`src/rtl/vs_fp_add_sub_if.sv`:
```
// Operand/result bundle for the registered fixed-point adder/subtractor.
// Flow control is valid-only: in_valid qualifies a/b for one cycle, out_valid is
// high exactly the cycle after an accepted pair, and there is no ready, so the
// sink must always accept.
interface vs_fp_add_sub_if #(
    parameter int WIDTH = 32
);
    logic             in_valid;
    logic [WIDTH-1:0] a;
    logic [WIDTH-1:0] b;
    logic             out_valid;
    logic [WIDTH-1:0] add_result;
    logic [WIDTH-1:0] sub_result;
    logic             add_ovf;
    logic             sub_ovf;

    modport master (
        output in_valid, a, b,
        input  out_valid, add_result, sub_result, add_ovf, sub_ovf
    );

    modport slave (
        input  in_valid, a, b,
        output out_valid, add_result, sub_result, add_ovf, sub_ovf
    );
endinterface

```
`src/rtl/vs_fp_add_sub.sv`:
```
// Registered signed fixed-point adder/subtractor: one pair in, a+b and a-b out
// one cycle later, with per-result overflow flags and optional saturation.
module vs_fp_add_sub #(
    parameter int Q        = 15,
    parameter int WIDTH    = 32,
    parameter int SATURATE = 0
) (
    input logic           clk,
    input logic           rst_n,
    vs_fp_add_sub_if.slave bus
);
    localparam logic [WIDTH-1:0] MAX_POS = {1'b0, {(WIDTH-1){1'b1}}};
    localparam logic [WIDTH-1:0] MIN_NEG = {1'b1, {(WIDTH-1){1'b0}}};

    // Q only positions the binary point; the arithmetic never depends on it.
    if (Q < 0 || Q >= WIDTH) begin : g_bad_q
        $error("vs_fp_add_sub: Q must satisfy 0 <= Q < WIDTH");
    end

    logic [WIDTH:0]   sum_ext;
    logic [WIDTH:0]   diff_ext;
    logic             add_ovf_c;
    logic             sub_ovf_c;
    logic [WIDTH-1:0] add_next;
    logic [WIDTH-1:0] sub_next;

    logic             out_valid_q;
    logic [WIDTH-1:0] add_result_q;
    logic [WIDTH-1:0] sub_result_q;
    logic             add_ovf_q;
    logic             sub_ovf_q;

    always_comb begin
        sum_ext  = {bus.a[WIDTH-1], bus.a} + {bus.b[WIDTH-1], bus.b};
        diff_ext = {bus.a[WIDTH-1], bus.a} - {bus.b[WIDTH-1], bus.b};
        // With one guard bit the exact result always fits; overflow means the
        // guard bit and the WIDTH-bit sign disagree, and the guard bit is the
        // true sign, so it also gives the clamp direction.
        add_ovf_c = sum_ext[WIDTH] ^ sum_ext[WIDTH-1];
        sub_ovf_c = diff_ext[WIDTH] ^ diff_ext[WIDTH-1];
    end

    if (SATURATE != 0) begin : g_sat
        always_comb begin
            add_next = sum_ext[WIDTH-1:0];
            sub_next = diff_ext[WIDTH-1:0];
            if (add_ovf_c) begin
                add_next = sum_ext[WIDTH] ? MIN_NEG : MAX_POS;
            end
            if (sub_ovf_c) begin
                sub_next = diff_ext[WIDTH] ? MIN_NEG : MAX_POS;
            end
        end
    end else begin : g_wrap
        assign add_next = sum_ext[WIDTH-1:0];
        assign sub_next = diff_ext[WIDTH-1:0];
    end

    // Results and flags hold through idle cycles; only out_valid drops.
    always_ff @(posedge clk or negedge rst_n) begin
        if (!rst_n) begin
            out_valid_q  <= 1'b0;
            add_result_q <= '0;
            sub_result_q <= '0;
            add_ovf_q    <= 1'b0;
            sub_ovf_q    <= 1'b0;
        end else begin
            out_valid_q <= bus.in_valid;
            if (bus.in_valid) begin
                add_result_q <= add_next;
                sub_result_q <= sub_next;
                add_ovf_q    <= add_ovf_c;
                sub_ovf_q    <= sub_ovf_c;
            end
        end
    end

    assign bus.out_valid  = out_valid_q;
    assign bus.add_result = add_result_q;
    assign bus.sub_result = sub_result_q;
    assign bus.add_ovf    = add_ovf_q;
    assign bus.sub_ovf    = sub_ovf_q;
endmodule

```
`src/flat_wrapper.sv`:
```
// flat-port wrapper written by rule: the top's interface ports become plain ports
module vs_fp_add_sub_flat 
#(
    parameter int Q        = 15,
    parameter int WIDTH    = 32,
    parameter int SATURATE = 0
)
  (clk, rst_n, bus_in_valid, bus_a, bus_b, bus_out_valid, bus_add_result, bus_sub_result, bus_add_ovf, bus_sub_ovf);
  vs_fp_add_sub_if #(.WIDTH(WIDTH)) bus_i ();
  input logic clk;
  input logic rst_n;
  input wire logic [$bits(bus_i.in_valid)-1:0] bus_in_valid;
  input wire logic [$bits(bus_i.a)-1:0] bus_a;
  input wire logic [$bits(bus_i.b)-1:0] bus_b;
  output wire logic [$bits(bus_i.out_valid)-1:0] bus_out_valid;
  output wire logic [$bits(bus_i.add_result)-1:0] bus_add_result;
  output wire logic [$bits(bus_i.sub_result)-1:0] bus_sub_result;
  output wire logic [$bits(bus_i.add_ovf)-1:0] bus_add_ovf;
  output wire logic [$bits(bus_i.sub_ovf)-1:0] bus_sub_ovf;
  assign bus_i.in_valid = bus_in_valid;
  assign bus_i.a = bus_a;
  assign bus_i.b = bus_b;
  assign bus_out_valid = bus_i.out_valid;
  assign bus_add_result = bus_i.add_result;
  assign bus_sub_result = bus_i.sub_result;
  assign bus_add_ovf = bus_i.add_ovf;
  assign bus_sub_ovf = bus_i.sub_ovf;
  vs_fp_add_sub #(.Q(Q), .WIDTH(WIDTH), .SATURATE(SATURATE)) u_core (.clk(clk), .rst_n(rst_n), .bus(bus_i));
endmodule
```
`config.mk`:
```
export PLATFORM = sky130hd
export DESIGN_NAME = vs_fp_add_sub_flat
export DESIGN_NICKNAME = d
export VERILOG_FILES = /design/src/rtl/vs_fp_add_sub_if.sv /design/src/rtl/vs_fp_add_sub.sv /design/src/flat_wrapper.sv
export SDC_FILE = /design/constraint.sdc
export NUM_CORES = 1
export LEC_CHECK = 0
export ABC_AREA = 0
export ABC_CLOCK_PERIOD_IN_PS = 1100
export BUFFER_PORTS_ARGS = -buffer_cell sky130_fd_sc_hd__buf_2
export CORE_MARGIN = 2
export CORE_UTILIZATION = 31
export DETAILED_ROUTE_END_ITERATION = 7
export GPL_TIMING_DRIVEN = 1
export HOLD_SLACK_MARGIN = 0.06
export SKIP_CTS_REPAIR_TIMING = 1
export SLEW_MARGIN = 20
export SYNTH_ARGS = -nofsm -noshare
export SYNTH_HDL_FRONTEND = slang
export SYNTH_SLANG_ARGS = --single-unit
```
`constraint.sdc`:
```
create_clock -name clk -period 1.1 [get_ports clk]
set_input_delay 0.165 -clock clk [delete_from_list [all_inputs] [get_ports clk]]
set_output_delay 0.165 -clock clk [all_outputs]
set_load 0.03 [all_outputs]
```
Word-level counts from Yosys, hierarchy flattened
Cells that the tools add are included.
W data, S select, Z words.
{ "op_classes": {"addsub": 2, "bitwise": 2} }
{ "ops": {"columns": ["operator", "n"], "rows": [
  ["$add A32 B32 Y33", 1],
  ["$sub A32 B32 Y33", 1],
  ["$xor A1 B1 Y1", 2]
]} }
{ "totals": {"register_bits": 67, "in_bits": 67, "out_inout_bits": 67, "wordCells": 9} }

Depth between registers and ports, before layout
Gate-level depths: netlist of the first run.
{ "logic_depth": {"depth_word": 2, "mapped_depth": 11, "mapped_depth_nobuf": 11} }

Least setup slack after synthesis of the first run
Ideal clock, no wire load.
{ "synth_timing": {"path_type": "input to register", "from": "input bus_a[0]", "to": "register u_core.sub_result_q[22] (netlist: u_core.bus.sub_result[22])", "setup_ns": 0.124, "t_arrival_ns": 2.534, "required_time_ns": 0.976, "slack_ns": -1.558, "cell_stages": 11, "path_cell_list": "inv_1 > ha_1 > fa_1 > nand2b_1 > a21o_1 > a2111oi_2 > o21bai_1 > a211oi_1 > o21ai_0 > and4_1 > a211o_1"} }
{ "synth_between": {"elab_chain_len": 1} }
{ "synth_rtl": {"columns": ["element", "line", "text"], "rows": [
  ["start, declared", "flat_wrapper.sv:13", "input wire logic [$bits(bus_i.a)-1:0] bus_a;"],
  ["$sub A32 B32 Y33", "vs_fp_add_sub.sv:35", "diff_ext = {bus.a[WIDTH-1], bus.a} - {bus.b[WIDTH-1], bus.b};"],
  ["end signal, assigned", "vs_fp_add_sub.sv:71", "sub_result_q <= sub_next;"],
  ["end, declared", "vs_fp_add_sub.sv:29", "logic [WIDTH-1:0] sub_result_q;"]
]} }
No other way between the ends.
A chain may end at the register's enable or synchronous reset.

Worst setup path after layout of the first run
{ "layout_timing": {"from": "input bus_a[0]", "to": "register u_core.sub_result_q[24] (netlist: u_core.bus.sub_result[24])"} }
The elaborated chain is that of the path after synthesis.

==> metrics, run 1 <==
port bufs=133; dominant synthesized flop cell=dfrtp_1; Starting Density=31.37%; Synth area leaders=dfrtp_1 27%, ha_1 13%, a21oi_1 8.7%; synth cell count leaders=105 x a21oi_1, 92 x nor2_1, 66 x dfrtp_1; most common cell in the netlist=a21oi_1; initial antenna violation count=0; core area=0.01927 mm^2; failing checks=setup timing; slowest CP cell=a2111oi_4; Top Usage Layer GRT=met2; GRT overflow=0; Worst-path clk slew=60 ps; top-area cell type share of the netlist area=27.32%; Mapped Area=0.006046 mm^2; RePlAce Congestion=0.8995; GRT Util Overall=20.73%; crit-path max FO=4; Slew Viols, Final=0; min Tclk post-route=2429 ps; Worst Path Arrival=2660 ps; Final Setup Violations=60; yosys warns=0; Yosys top cell by area=dfrtp_1; critical-path cell list=buf_8 > inv_8 > ha_4 > fa_2 > nand2b_4 > a21o_4 > a2111oi_4 > buf_4 > o21a_1 > nor2_2 > o41ai_2 > xnor2_1 > mux2_4; Final Cycle Share=220.8%; clk_lat worst skew=350 ps; clk sinks=66; drt total wl=22.90 mm; max-cap violation count=0; nets=1265; synthesized flop and latch total=66; register area=0.001652 mm^2; total power=14.10 mW; met3 Resource Use GR=3.832%; Final ANT Viol Nets=0; sequential area share after synthesis=27.32%; CTS tree=done; required time worst endpoint=1330 ps; syn avg cell area=8.008 um^2; Setup crit start kind=input pin; Final TNS setup=-46750 ps; HP Class=input pin to register; CP Class=input pin to register; fmax=411.8 MHz; setup ws final=-1329 ps; Worst Tran Pin Value=520.6 ps; FP Rows=51; met2 global-route usage=33.93%; Die Area=0.02064 mm^2; DRC errors left=0; r2r setup slk=170 ps; post-synth cell types=59; multi-input logic area=0.005226 mm^2; async set-reset flop share out of synthesis=100.0%; vias in the first global route=6674; Layout fillers=1704; hpwl dp=17.48 mm; die height=143.7 um; layout cells sized above 1=55.58%; CP startpoint=bus_a[0]; DRT Pass-1 Iters=6; relative slew slack=64.97%; VDD IR-drop max=0.7696 mV; r2r startpoint=u_core.bus.sub_result[29]$_DFFE_PN0P_; Final Hold Vio Count=0; clock skew=0 ps; Iter 0 DRT Violations=382; largest net degree at the start of global routing=35; vias per cell=4.944; number of inserted diodes=0; crit path capture type=register; Num CTS Buffers=9; number of synthesized flops with an enable pin=0; Synth Net Count=888; Hold Startpoint=bus_b[0]; Lkg Pwr=5.059 nW; via count=6932; status=finished, violations left; largest stage delay on the critical path=380 ps; first-pass GRT wire length=33.49 mm; CTS H-Tree Depth=3; DIE WIDTH=143.7 um; Post-Synthesis Cells=755; CTS Buffer Depth=2; RSZ-0062 raised after global routing=yes; Avg WL per Cell=16.33 um; Top-Level Pins=134; post-synthesis to final-layout area growth=82.24%; Cell Pwr Density=1280 mW/mm^2; met1 usage=26.96%; root buf cell=clkbuf_16
worst max-delay path: cells and delay by family:
kind,cells,cell delay (ps)
buffers and inverters,3,290
XOR/XNOR,1,120
AND/OR/NAND/NOR,2,220
AO/OA/AOI/OAI,4,1080
adder cells (fa/ha/maj),2,520
multiplexers,1,260
layout by cell type (no fill, tap or decap), drive strengths merged, types with 3 or more instances in the layout:
cell type / instances
buf: 405
a21oi: 106
nor2: 92
dfrtp: 66
inv: 64
ha: 64
xnor2: 53
nand2: 44
o21ai: 38
mux2: 24
o21bai: 15
nor3: 13
a21o: 12
clkbuf: 11
o31ai: 10
a31oi: 9
nor2b: 9
nand4: 8
nand2b: 8
a211oi: 8
nand3: 7
nor4: 7
o211ai: 6
o21a: 6
or2: 4
clkinv: 3
o311ai: 3
o2111ai: 3
o31a: 3
or3: 3
path summary, 6_finish.rpt:
path,to,depth (start not counted)
worst max-delay path,u_core.bus.sub_result[24]$_DFFE_PN0P_,13
worst min-delay path,u_core.bus.sub_result[0]$_DFFE_PN0P_,3
worst max register to register,u_core.bus.sub_result[29]$_DFFE_PN0P_,2
worst min register to register,u_core.bus.add_result[1]$_DFFE_PN0P_,2
max in group asynchronous,u_core.bus.add_result[5]$_DFFE_PN0P_,3
min in group asynchronous,u_core.bus.sub_result[10]$_DFFE_PN0P_,2
cell families after synthesis:
logic type	synth area share [%]
compound gates	23.80
simple gates	15.71
flops	27.32
mux	4.470
xor+xnor	7.823
fa+ha+maj	13.91
buf+inv	6.974
cell type report:
cell class / count / area share, %
Tap cell: 265 / 3.009
Timing Repair Buffer: 406 / 28.65
Clock buffer: 11 / 2.294
Multi-Input combinational cell: 584 / 47.43
Sequential cell: 66 / 14.99
Clock inverter: 5 / 0.7722
Inverter: 65 / 2.850
registers in the layout, summed over array words and instances (netlist names):
| register | count |
|---|---|
| u_core.bus.sub_ovf | 1 |
| u_core.bus.out_valid | 1 |
| u_core.bus.add_ovf | 1 |
| u_core.bus.add_result | 31 |
| u_core.bus.sub_result | 32 |
routing by layer:
| layer | share of wire (%) | wire (um) |
|---|---|---|
| met3 | 3.8 | 878 |
| met1 | 44 | 10180 |
| met5 | 0 | 0 |
| met4 | 2.0 | 463 |
| met2 | 50 | 11370 |
metrics by stage:
stage	cells	hold slack (ps)	utilization, %	cell area, um^2	setup slack (ps)
floorplan	755	-130.6	-	6714	-1334
finish	1402	125.5	57.17	11020	-1329
global route	1402	144.3	57.17	11020	-1413
detailed placement	1348	86.40	48.02	9254	-1674
global placement	1348	79.51	48.02	9254	-1629
CTS	1364	-284.9	49.77	9592	-1303
power by group:
group          internal, mW  switching, mW
Sequential             2.95          0.333
Clock                  2.12           1.25
Combinational          3.50           3.94
Total                  8.57           5.53
Power figures use the tool's default switching activity.
==> run 2: changes to the inputs <==
--- a/config.mk
+++ b/config.mk
@@ -13,8 +13,10 @@
 export DETAILED_ROUTE_END_ITERATION = 7
 export GPL_TIMING_DRIVEN = 1
 export HOLD_SLACK_MARGIN = 0.06
+export SETUP_SLACK_MARGIN = 0.4
 export SKIP_CTS_REPAIR_TIMING = 1
 export SLEW_MARGIN = 20
 export SYNTH_ARGS = -nofsm -noshare
 export SYNTH_HDL_FRONTEND = slang
 export SYNTH_SLANG_ARGS = --single-unit
+export TNS_END_PERCENT = 10
==> run 2 against run 1 <==
Net effect: clock-buffer cell count down 2; worst setup slack improved by 11 ps; clock skew unchanged; the flow finishes with violations (hold timing, setup timing); worst hold slack lost 280 ps; register-to-register slack better by 40 ps; critical path depth shrank 1; clock power is 3% lower; fmax rose by 0.46%; first-iteration DRC count grew 25%; design area decreased by 6.8%; sequential power hardly changed.
==> metrics, run 2 (synthesis gave the netlist of run 1 again) <==
status=finished, violations left; failing checks=hold timing, setup timing; Avg WL per Cell=15.74 um; commonest cells after routing, fill and taps aside=256 x buf_4, 90 x buf_2, 86 x nor2_1, 84 x a21oi_1, 66 x dfrtp_1; Die Area=0.02064 mm^2; CP Class=input pin to register; Cell Pwr Density=1305 mW/mm^2; Starting Density=31.37%; Layout fillers=1822; port bufs=133; GRT overflow=0; max-cap violation count=0; CTS tree=done; root buf cell=clkbuf_16; clk sinks=66; Top-Level Pins=134; RSZ-0062 raised after global routing=yes; worst path bufs/invs=2; Largest register FFs=32; crit path capture type=register; number of cells on the critical path=12; slowest CP cell=a2111oi_4; GRT Util Overall=20.34%; post-synthesis to final-layout area growth=69.93%; largest net degree at the start of global routing=67; Worst Path Arrival=2660 ps; drt total wl=21.94 mm; DRC errors left=0; vias in the first global route=6739; number of inserted diodes=0; Final Setup Violations=59; largest stage delay on the critical path=410 ps; fmax=413.7 MHz; crit-path max FO=4; Final Hold Vio Count=66; initial antenna violation count=0; relative slew slack=47.67%; Final Cycle Share=219.8%; Setup crit start kind=input pin; min Tclk post-route=2417 ps; hpwl dp=17.04 mm; DRT Pass-1 Iters=5; core area=0.01927 mm^2; RePlAce Congestion=0.9206; DIE WIDTH=143.7 um; layout cells sized above 1=49.34%; CTS H-Tree Depth=3; worst hold slack=-157.5 ps; worst reg2reg path depth=2; first-pass GRT wire length=32.91 mm; nets=1257; Final ANT Viol Nets=0; Slew Viols, Final=0; Top Family by Delay on Critical Path=compound AO/OA/AOI/OAI gates; clk_lat worst skew=340 ps; clock skew=0 ps; CTS Buffer Depth=2; FP Rows=51; required time worst endpoint=1340 ps; vias per cell=4.920; Num CTS Buffers=9; critical-path cell list=buf_8 > inv_8 > ha_4 > fa_2 > nand2b_4 > a21o_4 > a2111oi_4 > o21a_2 > nor2_4 > o41ai_4 > xnor2_1 > mux2_4; Final TNS setup=-48180 ps; setup ws final=-1317 ps; HP Class=input pin to async pin; die height=143.7 um; via count=6858; total power=13.40 mW; Iter 0 DRT Violations=477; commonest non-fill, non-tap cell in the layout=buf_4; Worst Tran Pin Value=776.8 ps; VDD IR-drop max=0.7630 mV; Worst-path clk slew=70 ps; Lkg Pwr=4.781 nW
run 2: per-stage QoR:
step	setup slack (ps)	cell area [um^2]	util, %	std cells	hold WS [ps]
floorplan	-1334	6187	-	755	-130.6
global placement	-1954	8924	46.31	1367	221.2
detailed placement	-1933	8924	46.31	1367	221.2
CTS	-1584	9249	47.99	1383	-147.1
global route	-1376	10270	53.31	1394	-131.4
finish	-1317	10270	53.31	1394	-157.5
run 2: area by class of cell:
cell class / count / area [um^2] / area share (%)
Clock buffer: 9 / 225.2 / 2.192
Clock inverter: 7 / 100.1 / 0.9743
Inverter: 65 / 261.5 / 2.545
Tap cell: 265 / 331.6 / 3.227
Sequential cell: 66 / 1652 / 16.08
Timing Repair Buffer: 398 / 2983 / 29.03
Multi-Input combinational cell: 584 / 4721 / 45.95
run 2: routing by layer:
| metal | GRT usage [%] | up-vias | share of wire (%) |
|---|---|---|---|
| met5 | 0 | - | 0 |
| met4 | 4.954 | 0 | 1.5 |
| met3 | 3.932 | 32 | 6.6 |
| met2 | 33.16 | 236 | 47 |
| met1 | 27.75 | 3220 | 45 |
| li1 | - | 3370 | - |
run 2: power breakdown:
group | internal, mW | leakage (nW) | switching [mW]
Clock | 2.01 | 0.161 | 1.27
Sequential | 2.95 | 0.758 | 0.362
Combinational | 3.14 | 3.86 | 3.67
Total | 8.10 | 4.78 | 5.30
run 2: path summary, 6_finish.rpt:
| kind | start | end | slack [ps] |
|---|---|---|---|
| worst max-delay path | bus_a[0] | u_core.bus.sub_result[24]$_DFFE_PN0P_ | -1320 |
| worst min-delay path | rst_n | u_core.bus.sub_result[7]$_DFFE_PN0P_ | -160 |
| worst max register to register | u_core.bus.add_result[29]$_DFFE_PN0P_ | u_core.bus.add_result[29]$_DFFE_PN0P_ | 210 |
| worst min register to register | u_core.bus.sub_result[8]$_DFFE_PN0P_ | u_core.bus.sub_result[8]$_DFFE_PN0P_ | 480 |
| max in group asynchronous | rst_n | u_core.bus.add_result[28]$_DFFE_PN0P_ | 970 |
| min in group clk | bus_b[0] | u_core.bus.sub_result[0]$_DFFE_PN0P_ | 110 |
run 2: worst reg2reg max path, cell delays in order (launching register included):
cell and delay [ps]:
dfrtp_1 400, or2_2 280, o31a_1 100
==> run 3: changes to the inputs <==
--- a/config.mk
+++ b/config.mk
@@ -13,6 +13,7 @@
 export DETAILED_ROUTE_END_ITERATION = 7
 export GPL_TIMING_DRIVEN = 1
 export HOLD_SLACK_MARGIN = 0.06
+export RECOVER_POWER = 50
 export SETUP_SLACK_MARGIN = 0.4
 export SKIP_CTS_REPAIR_TIMING = 1
 export SLEW_MARGIN = 20
==> run 3 against run 2 <==
Net effect: the flow finishes with violations (setup timing); fmax about the same; global-route usage stayed put; sequential cell count did not move; non-clock buffer count did not move; clock skew unchanged; power about the same; via count hardly changed; sequential share of layout area hardly changed; final cell count unchanged; die area unchanged; sequential power is essentially flat.
==> metrics, run 3 (synthesis gave the netlist of run 1 again) <==
register share of total power=24.8%; Worst Tran Pin Value=960.8 ps; crit path capture type=register; switching part of the total power=39.57%; drt total wl=21.94 mm; clk sinks=66; Die Area=0.02064 mm^2; commonest cells after routing, fill and taps aside=256 x buf_4, 90 x buf_2, 86 x nor2_1, 84 x a21oi_1, 66 x dfrtp_1; Lkg Pwr=4.776 nW; first-pass GRT wire length=32.91 mm; GRT overflow=0; CTS H-Tree Depth=3; die height=143.7 um; commonest non-fill, non-tap cell in the layout=buf_4; GRT Util Overall=20.34%; Cell Pwr Density=1306 mW/mm^2; Clk network pwr share=24.5%; max-cap violation count=0; Internal=8.097 mW; CP Class=input pin to register; required time worst endpoint=1340 ps; hpwl dp=17.04 mm; relative slew slack=35.95%; total power=13.40 mW; RePlAce Congestion=0.9206; Slew Viols, Final=0; largest stage delay on the critical path=410 ps; worst hold slack=84.83 ps; Final Hold Vio Count=0; Final ANT Viol Nets=0; vias in the first global route=6739; via count=6860; multi-input logic area=0.004721 mm^2; status=finished, violations left; Worst Path Arrival=2660 ps; Top-Level Pins=134; Setup crit start kind=input pin; crit-path max FO=4; DRC errors left=0; Worst-path clk slew=70 ps; Top Family by Delay on Critical Path=compound AO/OA/AOI/OAI gates; initial antenna violation count=0; nets=1257; HP Class=input pin to async pin; largest net degree at the start of global routing=67; RSZ-0062 raised after global routing=yes; min Tclk post-route=2417 ps; Num CTS Buffers=9; critical-path cell list=buf_8 > inv_8 > ha_4 > fa_2 > nand2b_4 > a21o_4 > a2111oi_4 > o21a_2 > nor2_4 > o41ai_4 > xnor2_1 > mux2_4; FP Rows=51; Comb pwr share=50.8%; P_sw=5.301 mW; failing checks=setup timing; CTS Buffer Depth=2; Setup WS pre-CTS=-1933 ps; CP startpoint=bus_a[0]; port bufs=133; slowest CP cell=a2111oi_4; r2r startpoint=u_core.bus.add_result[29]$_DFFE_PN0P_; Final Setup Violations=59; worst path bufs/invs=2; clock skew=0 ps; Layout fillers=1824; DRT Pass-1 Iters=5; VDD IR-drop max=0.7627 mV; DIE WIDTH=143.7 um; post-synthesis to final-layout area growth=69.72%; clk_lat worst skew=340 ps; register area=0.001652 mm^2; fmax=413.7 MHz; CTS tree=done; Starting Density=31.37%; Iter 0 DRT Violations=477; number of inserted diodes=0; root buf cell=clkbuf_16; Avg WL per Cell=15.74 um; layout cells sized above 1=49.34%; setup ws final=-1317 ps; vias per cell=4.921; Final Cycle Share=219.7%; Largest register FFs=32; core area=0.01927 mm^2
==> run 3: cell types whose count changed in the layout (fill, tap and decap cells not counted), sizes merged <==
| cell | previous run | this run |
|---|---|---|
| clkbuf | 9 | 10 |
| buf | 398 | 397 |
==> run 3: power groups by stage <==
stage | combinational [mW] | sequential (mW) | clock (mW)
after global placement | 5.82 | 3.27 | 0
after CTS | 5.88 | 3.25 | 3.33
final | 6.80 | 3.32 | 3.28
after global routing | 7.28 | 3.38 | 3.44
after floorplan | 2.28 | 4.32 | 0
after detailed placement | 5.85 | 3.28 | 0
==> run 3: metrics by stage <==
stage                     area [um^2]  setup TNS, ps  std cells  utilization [%]
after floorplan                  6187         -52540        755                -
after global placement           8924         -79870       1367            46.31
after detailed placement         8924         -79210       1367            46.31
after CTS                        9249         -57690       1383            47.99
after global routing            10260         -53180       1394            53.25
final                           10260         -48170       1394            53.25
==> run 3: layer usage <==
layer  GRT usage, %  share of wire (%)
met4          4.954                1.5
met2          33.16                 47
met5              0                  0
met1          27.75                 45
met3          3.932                6.7
==> run 3: final timing paths <==
check / end / slack (ps) / cells after the start
worst min register to register: u_core.bus.sub_result[8]$_DFFE_PN0P_ / 480 / 1
worst min-delay path: u_core.bus.sub_result[7]$_DFFE_PN0P_ / 80 / 2
min in group clk: u_core.bus.sub_result[0]$_DFFE_PN0P_ / 110 / 3
worst max-delay path: u_core.bus.sub_result[24]$_DFFE_PN0P_ / -1320 / 12
worst max register to register: u_core.bus.add_result[29]$_DFFE_PN0P_ / 210 / 2
max in group asynchronous: u_core.bus.add_result[28]$_DFFE_PN0P_ / 410 / 2
==> run 3: final cells by class <==
class	instances	area share (%)
multi-input combinational	584	46.01
timing repair buffer	398	28.95
sequential	66	16.10
tap	265	3.231
inverter	65	2.548
clock buffer	9	2.195
clock inverter	7	0.9755
